[src/rtl/watch_pkg.sv]
// Purpose : shared types, BCD limits and helpers for the watch/alarm engine.
// Latency : n/a (types and pure functions only).
// Backpr. : n/a.
package watch_pkg;

    typedef struct packed {
        logic [7:0] hh;
        logic [7:0] mm;
        logic [7:0] ss;
    } bcd_time_t;

    typedef enum logic [1:0] {
        IDLE   = 2'd0,
        RING   = 2'd1,
        SNOOZE = 2'd2
    } alarm_state_e;

    localparam logic [7:0] BCD_MAX_HH = 8'h23;
    localparam logic [7:0] BCD_MAX_MS = 8'h59;

    // Both digits must be decimal and the value must not exceed max. With
    // decimal digits, BCD ordering matches plain binary ordering.
    function automatic logic bcd_valid(input logic [7:0] v, input logic [7:0] max);
        return (v[7:4] <= 4'd9) && (v[3:0] <= 4'd9) && (v <= max);
    endfunction

    // Converts a valid 24 h BCD hour into {hh12 (BCD 01..12), pm}.
    function automatic logic [8:0] to_12h(input logic [7:0] hh);
        logic [4:0] h;
        logic [4:0] h12;
        logic [4:0] ones;
        logic       pm_f;
        h    = {1'b0, hh[7:4]} * 5'd10 + {1'b0, hh[3:0]};
        pm_f = (h >= 5'd12);
        h12  = pm_f ? (h - 5'd12) : h;
        if (h12 == 5'd0) begin
            h12 = 5'd12;
        end
        ones = (h12 >= 5'd10) ? (h12 - 5'd10) : h12;
        return {3'd0, (h12 >= 5'd10), ones[3:0], pm_f};
    endfunction

endpackage

[src/rtl/watch_alarm_core_bcd_mod_counter.sv]
// Purpose : two-digit BCD counter wrapping from max_i to 00, with carry out.
// Latency : q_o updates on the edge that samples inc_i/load_i.
// Backpr. : none; load_i has priority over inc_i.
// Ports   : clk_i, rst_i (sync active-high), inc_i, load_i, load_val_i,
//           max_i (BCD wrap value), q_o (BCD count), carry_o (wrap this cycle).
module bcd_mod_counter (
    input  logic       clk_i,
    input  logic       rst_i,
    input  logic       inc_i,
    input  logic       load_i,
    input  logic [7:0] load_val_i,
    input  logic [7:0] max_i,
    output logic [7:0] q_o,
    output logic       carry_o
);

    logic [7:0] q_q;
    logic [7:0] q_d;

    always_comb begin
        q_d = q_q;
        if (load_i) begin
            q_d = load_val_i;
        end else if (inc_i) begin
            if (q_q == max_i) begin
                q_d = 8'h00;
            end else if (q_q[3:0] == 4'd9) begin
                q_d = {q_q[7:4] + 4'd1, 4'd0};
            end else begin
                q_d = {q_q[7:4], q_q[3:0] + 4'd1};
            end
        end
    end

    always_ff @(posedge clk_i) begin
        if (rst_i) begin
            q_q <= 8'h00;
        end else begin
            q_q <= q_d;
        end
    end

    assign q_o     = q_q;
    assign carry_o = inc_i && !load_i && (q_q == max_i);

endmodule

[src/rtl/watch_alarm_core.sv]
// Purpose : 1 Hz prescaler, BCD hh:mm:ss clock, N alarm channels and a
//           ring/snooze FSM driving the display and buzzer logic.
// Latency : cur_time 1 cycle after tick/valid load; ring 1 cycle after the
//           matching time is shown; load_err 1 cycle after a bad write.
// Backpr. : none; all inputs are single-cycle pulses, all outputs registered.
// Ports   : CLK100MHZ, BTNC (sync active-high reset), time_we/time_in,
//           alm_we/alm_idx/alm_time/alm_en_in, dismiss, snooze ->
//           tick_1hz, cur_time, pm, ring, ring_id, load_err.
module watch_alarm_core
    import watch_pkg::*;
#(
    parameter int TICK_DIV   = 100_000_000,
    parameter int N_ALARMS   = 4,
    parameter int RING_SEC   = 60,
    parameter int SNOOZE_MIN = 5,
    parameter bit MODE_12H   = 1'b0,
    localparam int AW        = (N_ALARMS > 1) ? $clog2(N_ALARMS) : 1
) (
    input  logic          CLK100MHZ,
    input  logic          BTNC,
    input  logic          time_we,
    input  logic [23:0]   time_in,
    input  logic          alm_we,
    input  logic [AW-1:0] alm_idx,
    input  logic [15:0]   alm_time,
    input  logic          alm_en_in,
    input  logic          dismiss,
    input  logic          snooze,
    output logic          tick_1hz,
    output logic [23:0]   cur_time,
    output logic          pm,
    output logic          ring,
    output logic [AW-1:0] ring_id,
    output logic          load_err
);

    localparam int PW      = (TICK_DIV > 2) ? $clog2(TICK_DIV) : 1;
    localparam int SNZ_SEC = SNOOZE_MIN * 60;
    localparam int CNT_MAX = (RING_SEC > SNZ_SEC) ? RING_SEC : SNZ_SEC;
    localparam int CW      = $clog2(CNT_MAX + 1);

    localparam logic [PW-1:0] PRESC_LAST = PW'(TICK_DIV - 1);
    localparam logic [CW-1:0] RING_LD    = CW'(RING_SEC);
    localparam logic [CW-1:0] SNZ_LD     = CW'(SNZ_SEC);

    // ---------------- write validation ----------------
    logic              time_ok;
    logic              time_load;
    logic              alm_ok;
    logic [(1<<AW)-1:0] idx_legal;

    genvar gi;
    generate
        for (gi = 0; gi < (1 << AW); gi++) begin : g_idx
            assign idx_legal[gi] = (gi < N_ALARMS);
        end
    endgenerate

    assign time_ok   = bcd_valid(time_in[23:16], BCD_MAX_HH)
                    && bcd_valid(time_in[15:8],  BCD_MAX_MS)
                    && bcd_valid(time_in[7:0],   BCD_MAX_MS);
    assign time_load = time_we && time_ok;
    assign alm_ok    = idx_legal[alm_idx]
                    && bcd_valid(alm_time[15:8], BCD_MAX_HH)
                    && bcd_valid(alm_time[7:0],  BCD_MAX_MS);

    // ---------------- prescaler ----------------
    logic [PW-1:0] presc_q;
    logic [PW-1:0] presc_d;
    logic          tick_q;
    logic          tick_upd_q;   // counters were advanced by a tick last edge
    logic          load_err_q;

    always_comb begin
        if (time_load || tick_q) begin
            presc_d = '0;
        end else begin
            presc_d = presc_q + PW'(1);
        end
    end

    always_ff @(posedge CLK100MHZ) begin
        if (BTNC) begin
            presc_q    <= '0;
            tick_q     <= 1'b0;
            tick_upd_q <= 1'b0;
            load_err_q <= 1'b0;
        end else begin
            presc_q    <= presc_d;
            // tick_q is high exactly while the prescaler sits at its last count
            tick_q     <= (presc_d == PRESC_LAST);
            // a load in the same cycle swallows the tick, so no match follows
            tick_upd_q <= tick_q && !time_load;
            load_err_q <= (time_we && !time_ok) || (alm_we && !alm_ok);
        end
    end

    // ---------------- BCD time counters ----------------
    logic [7:0] ss_q;
    logic [7:0] mm_q;
    logic [7:0] hh_q;
    logic       carry_ss;
    logic       carry_mm;
    logic       day_wrap_unused;

    bcd_mod_counter u_ss (
        .clk_i      (CLK100MHZ),
        .rst_i      (BTNC),
        .inc_i      (tick_q && !time_load),
        .load_i     (time_load),
        .load_val_i (time_in[7:0]),
        .max_i      (BCD_MAX_MS),
        .q_o        (ss_q),
        .carry_o    (carry_ss)
    );

    bcd_mod_counter u_mm (
        .clk_i      (CLK100MHZ),
        .rst_i      (BTNC),
        .inc_i      (carry_ss),
        .load_i     (time_load),
        .load_val_i (time_in[15:8]),
        .max_i      (BCD_MAX_MS),
        .q_o        (mm_q),
        .carry_o    (carry_mm)
    );

    bcd_mod_counter u_hh (
        .clk_i      (CLK100MHZ),
        .rst_i      (BTNC),
        .inc_i      (carry_mm),
        .load_i     (time_load),
        .load_val_i (time_in[23:16]),
        .max_i      (BCD_MAX_HH),
        .q_o        (hh_q),
        .carry_o    (day_wrap_unused)
    );

    // ---------------- alarm registers ----------------
    logic [15:0]         alm_time_q [N_ALARMS];
    logic [N_ALARMS-1:0] alm_en_q;

    always_ff @(posedge CLK100MHZ) begin
        if (BTNC) begin
            for (int i = 0; i < N_ALARMS; i++) begin
                alm_time_q[i] <= 16'h0000;
            end
            alm_en_q <= '0;
        end else if (alm_we && alm_ok) begin
            for (int i = 0; i < N_ALARMS; i++) begin
                if (alm_idx == AW'(i)) begin
                    alm_time_q[i] <= alm_time;
                    alm_en_q[i]   <= alm_en_in;
                end
            end
        end
    end

    // Match is checked one cycle after a tick, against the freshly advanced
    // time. Scanning downwards lets the lowest matching index win.
    logic          match_vld;
    logic [AW-1:0] match_id;

    always_comb begin
        match_vld = 1'b0;
        match_id  = '0;
        for (int i = N_ALARMS - 1; i >= 0; i--) begin
            if (tick_upd_q && (ss_q == 8'h00) && alm_en_q[i]
                && (alm_time_q[i] == {hh_q, mm_q})) begin
                match_vld = 1'b1;
                match_id  = AW'(i);
            end
        end
    end

    // ---------------- ring / snooze FSM ----------------
    alarm_state_e  state_q;
    alarm_state_e  state_d;
    logic [CW-1:0] cnt_q;
    logic [CW-1:0] cnt_d;
    logic [AW-1:0] id_q;
    logic [AW-1:0] id_d;
    logic          ring_q;
    logic          ring_d;

    always_ff @(posedge CLK100MHZ) begin
        if (BTNC) begin
            state_q <= IDLE;
            cnt_q   <= '0;
            id_q    <= '0;
            ring_q  <= 1'b0;
        end else begin
            state_q <= state_d;
            cnt_q   <= cnt_d;
            id_q    <= id_d;
            ring_q  <= ring_d;
        end
    end

    always_comb begin
        state_d = state_q;
        cnt_d   = cnt_q;
        id_d    = id_q;
        case (state_q)
            IDLE: begin
                if (match_vld) begin
                    state_d = RING;
                    cnt_d   = RING_LD;
                    id_d    = match_id;
                end
            end
            RING: begin
                if (dismiss) begin
                    state_d = IDLE;
                    cnt_d   = '0;
                end else if (snooze) begin
                    state_d = SNOOZE;
                    cnt_d   = SNZ_LD;
                end else if (tick_q) begin
                    if (cnt_q <= CW'(1)) begin
                        state_d = IDLE;
                        cnt_d   = '0;
                    end else begin
                        cnt_d = cnt_q - CW'(1);
                    end
                end
            end
            SNOOZE: begin
                if (dismiss) begin
                    state_d = IDLE;
                    cnt_d   = '0;
                end else if (match_vld) begin
                    state_d = RING;
                    cnt_d   = RING_LD;
                    id_d    = match_id;
                end else if (tick_q) begin
                    if (cnt_q <= CW'(1)) begin
                        state_d = RING;
                        cnt_d   = RING_LD;
                    end else begin
                        cnt_d = cnt_q - CW'(1);
                    end
                end
            end
            default: begin
                state_d = IDLE;
                cnt_d   = '0;
            end
        endcase
    end

    always_comb begin
        ring_d = (state_d == RING);
    end

    // ---------------- outputs ----------------
    logic [8:0] h12;
    assign h12 = to_12h(hh_q);

    assign tick_1hz = tick_q;
    assign cur_time = MODE_12H ? {h12[8:1], mm_q, ss_q} : {hh_q, mm_q, ss_q};
    assign pm       = MODE_12H ? h12[0] : 1'b0;
    assign ring     = ring_q;
    assign ring_id  = id_q;
    assign load_err = load_err_q;

endmodule
[config.mk]
export PLATFORM = sky130hd
export DESIGN_NAME = watch_alarm_core
export DESIGN_NICKNAME = d
export VERILOG_FILES = /design/src/rtl/watch_pkg.sv /design/src/rtl/watch_alarm_core_bcd_mod_counter.sv /design/src/rtl/watch_alarm_core.sv
export SDC_FILE = /design/constraint.sdc
export NUM_CORES = 1
export LEC_CHECK = 0
export BUFFER_PORTS_ARGS = -buffer_cell sky130_fd_sc_hd__buf_2
export CAP_MARGIN = 25
export CORE_MARGIN = 1.5
export CORE_UTILIZATION = 40
export CTS_BUF_LIST = sky130_fd_sc_hd__clkbuf_16
export DETAILED_ROUTE_END_ITERATION = 10
export HOLD_SLACK_MARGIN = 0.12
export SYNTH_ARGS = -nofsm -noshare
export SYNTH_HDL_FRONTEND = slang
export SYNTH_SLANG_ARGS = --single-unit
[constraint.sdc]
create_clock -name CLK100MHZ -period 2.8 [get_ports CLK100MHZ]
set_input_delay 0.28 -clock CLK100MHZ [delete_from_list [all_inputs] [get_ports CLK100MHZ]]
set_output_delay 0.28 -clock CLK100MHZ [all_outputs]
set_load 0.02 [all_outputs]
==> impl_metrics.yaml <==
power:
  pwr-share-clk: 0.478
  sw_frac_of_total: 0.224
  power_density_nw_per_um2: 514
  comb_power_share: 0.046
  p_total_w: 0.00456
  intPower_w: 0.00354
  p_switching_w: 0.00102
  vdd_drop_max_mv: 0.504
  seqPwrFrac: 0.476
  p_leak_nw: 3.31
logic_synthesis:
  ys_seq_area_frac: 0.457
  synth.area.top_cells: "edfxtp_1, dfxtp_1, xnor2_1, and2_1, nor2_1"
  yosys.area.top_type: "edfxtp_1"
  synth_edf_count: 64
  ys_warn_count: 0
  synth.top_cells.by_count: "nor2_1, xnor2_1, dfxtp_1"
  synth_seq_cells: 136
  synth.distinct_cells: 66
  syn_inst: 786
  synth_ff_type: "dfxtp_1"
  async_flop_share: 0
  synth.cell_area_um2: 7370
  synth.top_cell.area_share: 0.261
  syn_avg_cell_area_um2: 9.37
floorplan:
  fp.dieH_um: 139
  start_util: 0.409
  io_pins: 79
  core_area_um2: 18000
  die_area_um2: 19200
  rows: 49
  die_w_um: 139
timing:
  setup_violations: 0
  fin_skew_ns: 0.0107
  max_freq_mhz: 376
  grt_setup_unrepaired: "no"
  worst_slew_pin_slew_ns: 0.565
  final-max-slew-violation-count: 0
  hold_viol_final: 0
  relSlewSlack: 0.620
  fin_tns_setup_ns: 0
  finalCritPeriodShare: 0.950
  min_period_ns: 2.66
clock_tree:
  clockBufferDepth: 2
  cts_tree: "done"
  post_cts_buffers: 0
  clkTransAtPathRegs_ns: 0.07
  cts_buffers: 17
  cts_sinks: 136
  clk_latency_ns: 0.43
  cts-root-buf: "clkbuf_16"
  h-tree-depth: 4
drt:
  via_per_inst: 5.18
  dr.pass1.iters: 4
  drt_iter0_markers: 331
  routedWlPerCell_um: 16.3
  postRouteAntennaNets: 0
  vias: 5893
  drc_errors: 0
  routed_wl_um: 18600
critical_path:
  critPathMaxStageDelay_ns: 0.51
  cp-start-kind: "flop"
  r2r_slack_ns: 0.14
  worst_ep_arrival_time_ns: 3.01
  required_ns: 3.15
  critPathMaxFanout: 5
  critPathLaunch: "u_ss.q_o[1]"
  timing.critical_path.buf_inv: 1
  path_class: "flop to flop"
  r2r-end: "cnt_q[7]"
  worst_r2r_path_depth: 10
  r2r-start: "u_ss.q_o[1]"
  crit_cells: 10
  crit_path_frequent_cell: "nand4b_1"
  path_cells: "inv_1 -> ha_1 -> nand4b_1 -> or4_4 -> nor4_4 -> a22oi_2 -> nand4b_1 -> nand3_2 -> or4_1 -> a21oi_1"
  critical_path.top_delay_family: "simple AND/OR/NAND/NOR gates"
  crit_path_end_kind: "flop"
  crit_slowest_cell: "or4_1"
placement:
  dpl-instance-area_um2: 8220
  io_buffers: 77
  dp_hpwl_um: 13400
  globalplace.congestion: 0.872
layout:
  diodes: 0
  drive_above_1_share: 0.198
  nets: 962
  design_area_um2: 8880
  area_growth_pct: 20.6
  nFillCells: 1692
min_path:
  holdPathStages: 3
  holdPathEnd: "u_ss.q_o[1]"
  worstHoldPathType: "input port to flop"
  hp-start: "time_in[1]"
grt:
  grt-ovfl-total: 0
  grt_pass1_vias: 5555
  grt_max_degree: 42
  grtUsageTotal: 0.200
  antenna_found_initial: 0
  grt_first_pass_wirelength_um: 30100
run_status:
  status: "completed"
run:
  cap_violations: 0
[layout by cell type (no fill, tap or decap), types with 5 or more instances in the layout]
cell type / instances
a21oi_1: 32
or4_1: 8
buf_2: 77
buf_4: 44
a211oi_1: 16
and3_1: 6
nor4_1: 6
nand4_1: 16
clkbuf_16: 19
nand3_1: 31
o21ai_0: 35
edfxtp_1: 64
nor3_1: 26
nand4b_1: 5
xor2_1: 19
nand2_1: 56
nand2b_1: 6
and2_1: 56
xnor2_1: 74
or3_1: 8
conb_1: 13
inv_1: 29
nor2_1: 74
ha_1: 17
dfxtp_1: 70
[worst reg2reg max path, cell delays in order, from the launching register on]
cell and delay, ns:
dfxtp_1 0.33, inv_1 0.10, ha_1 0.15, nand4b_1 0.10
or4_4 0.50, nor4_4 0.32, a22oi_2 0.13, nand4b_1 0.17
nand3_2 0.12, or4_1 0.51, a21oi_1 0.15
[cell type report]
class                           instances  area, um^2  area share
Clock buffer                           19         475      0.0535
Clock inverter                         13        97.6      0.0110
Inverter                               28         105      0.0118
Multi-Input combinational cell        587        3770       0.425
Sequential cell                       136        3370       0.379
Tap cell                              229         287      0.0323
Timing Repair Buffer                  126         776      0.0874
[metrics by stage]
stage / util / hold WS (ns) / cells / worst slack, ns
2_1_floorplan: - / 0.389 / 798 / 0.144
3_3_place_gp: 0.456 / 0.443 / 1102 / 0.192
3_5_place_dp: 0.456 / 0.451 / 1102 / 0.139
4_1_cts: 0.490 / 0.120 / 1138 / 0.0935
5_1_grt: 0.493 / 0.142 / 1138 / 0.0137
6_report: 0.493 / 0.130 / 1138 / 0.139
[worst max-delay path by stage]
stage	end	slack, ns
floorplan	u_hh.q_o[7]	0.14
global placement	cnt_q[6]	0.19
detailed placement	cnt_q[7]	0.14
CTS	cnt_q[7]	0.09
global route	tick_1hz	0.01
finish	cnt_q[7]	0.14
[registers in the layout, summed over array words and instances, names as in the netlist, 4 cells and up]
| signal | flops |
|---|---|
| cnt_q | 9 |
| presc_q | 27 |
| u_hh.q_o | 8 |
| alm_time_q | 64 |
| u_mm.q_o | 8 |
| u_ss.q_o | 8 |
| alm_en_q | 4 |
[metal layers]
metal | part of all wire | global-route usage
met5 | 0 | 0
met4 | 0.017 | 0.0647
met3 | 0.049 | 0.0421
met2 | 0.45 | 0.298
met1 | 0.49 | 0.290
[power by group through the flow]
| stage | sequential, W | clock, W | combinational [W] |
|---|---|---|---|
| after detailed placement | 0.00222 | 0 | 0.000206 |
| after global routing | 0.00218 | 0.00231 | 0.000233 |
| final | 0.00217 | 0.00218 | 0.000211 |
| after global placement | 0.00221 | 0 | 0.000205 |
| after CTS | 0.00217 | 0.00222 | 0.000211 |
| after floorplan | 0.00221 | 0 | 0.000112 |
[repair_timing]
action / CTS / global route
hold endpoints to repair: 6 / 0
setup endpoints to repair: 0 / 7
resized for setup: 0 / 11
hold buffers: 4 / 0
[cells by family (layout without fill, tap and decap cells)]
family	after synthesis	after routing	share of synthesized area
adder cells (fa/ha/maj)	17	17	0.0289
XOR/XNOR	93	93	0.111
other	1	13	0.000509
AND/OR/NAND/NOR	332	332	0.242
flip-flops	136	136	0.457
AO/OA/AOI/OAI	132	132	0.119
buffers and inverters	75	186	0.0430
No activity file was read; power rests on OpenSTA's default activity.
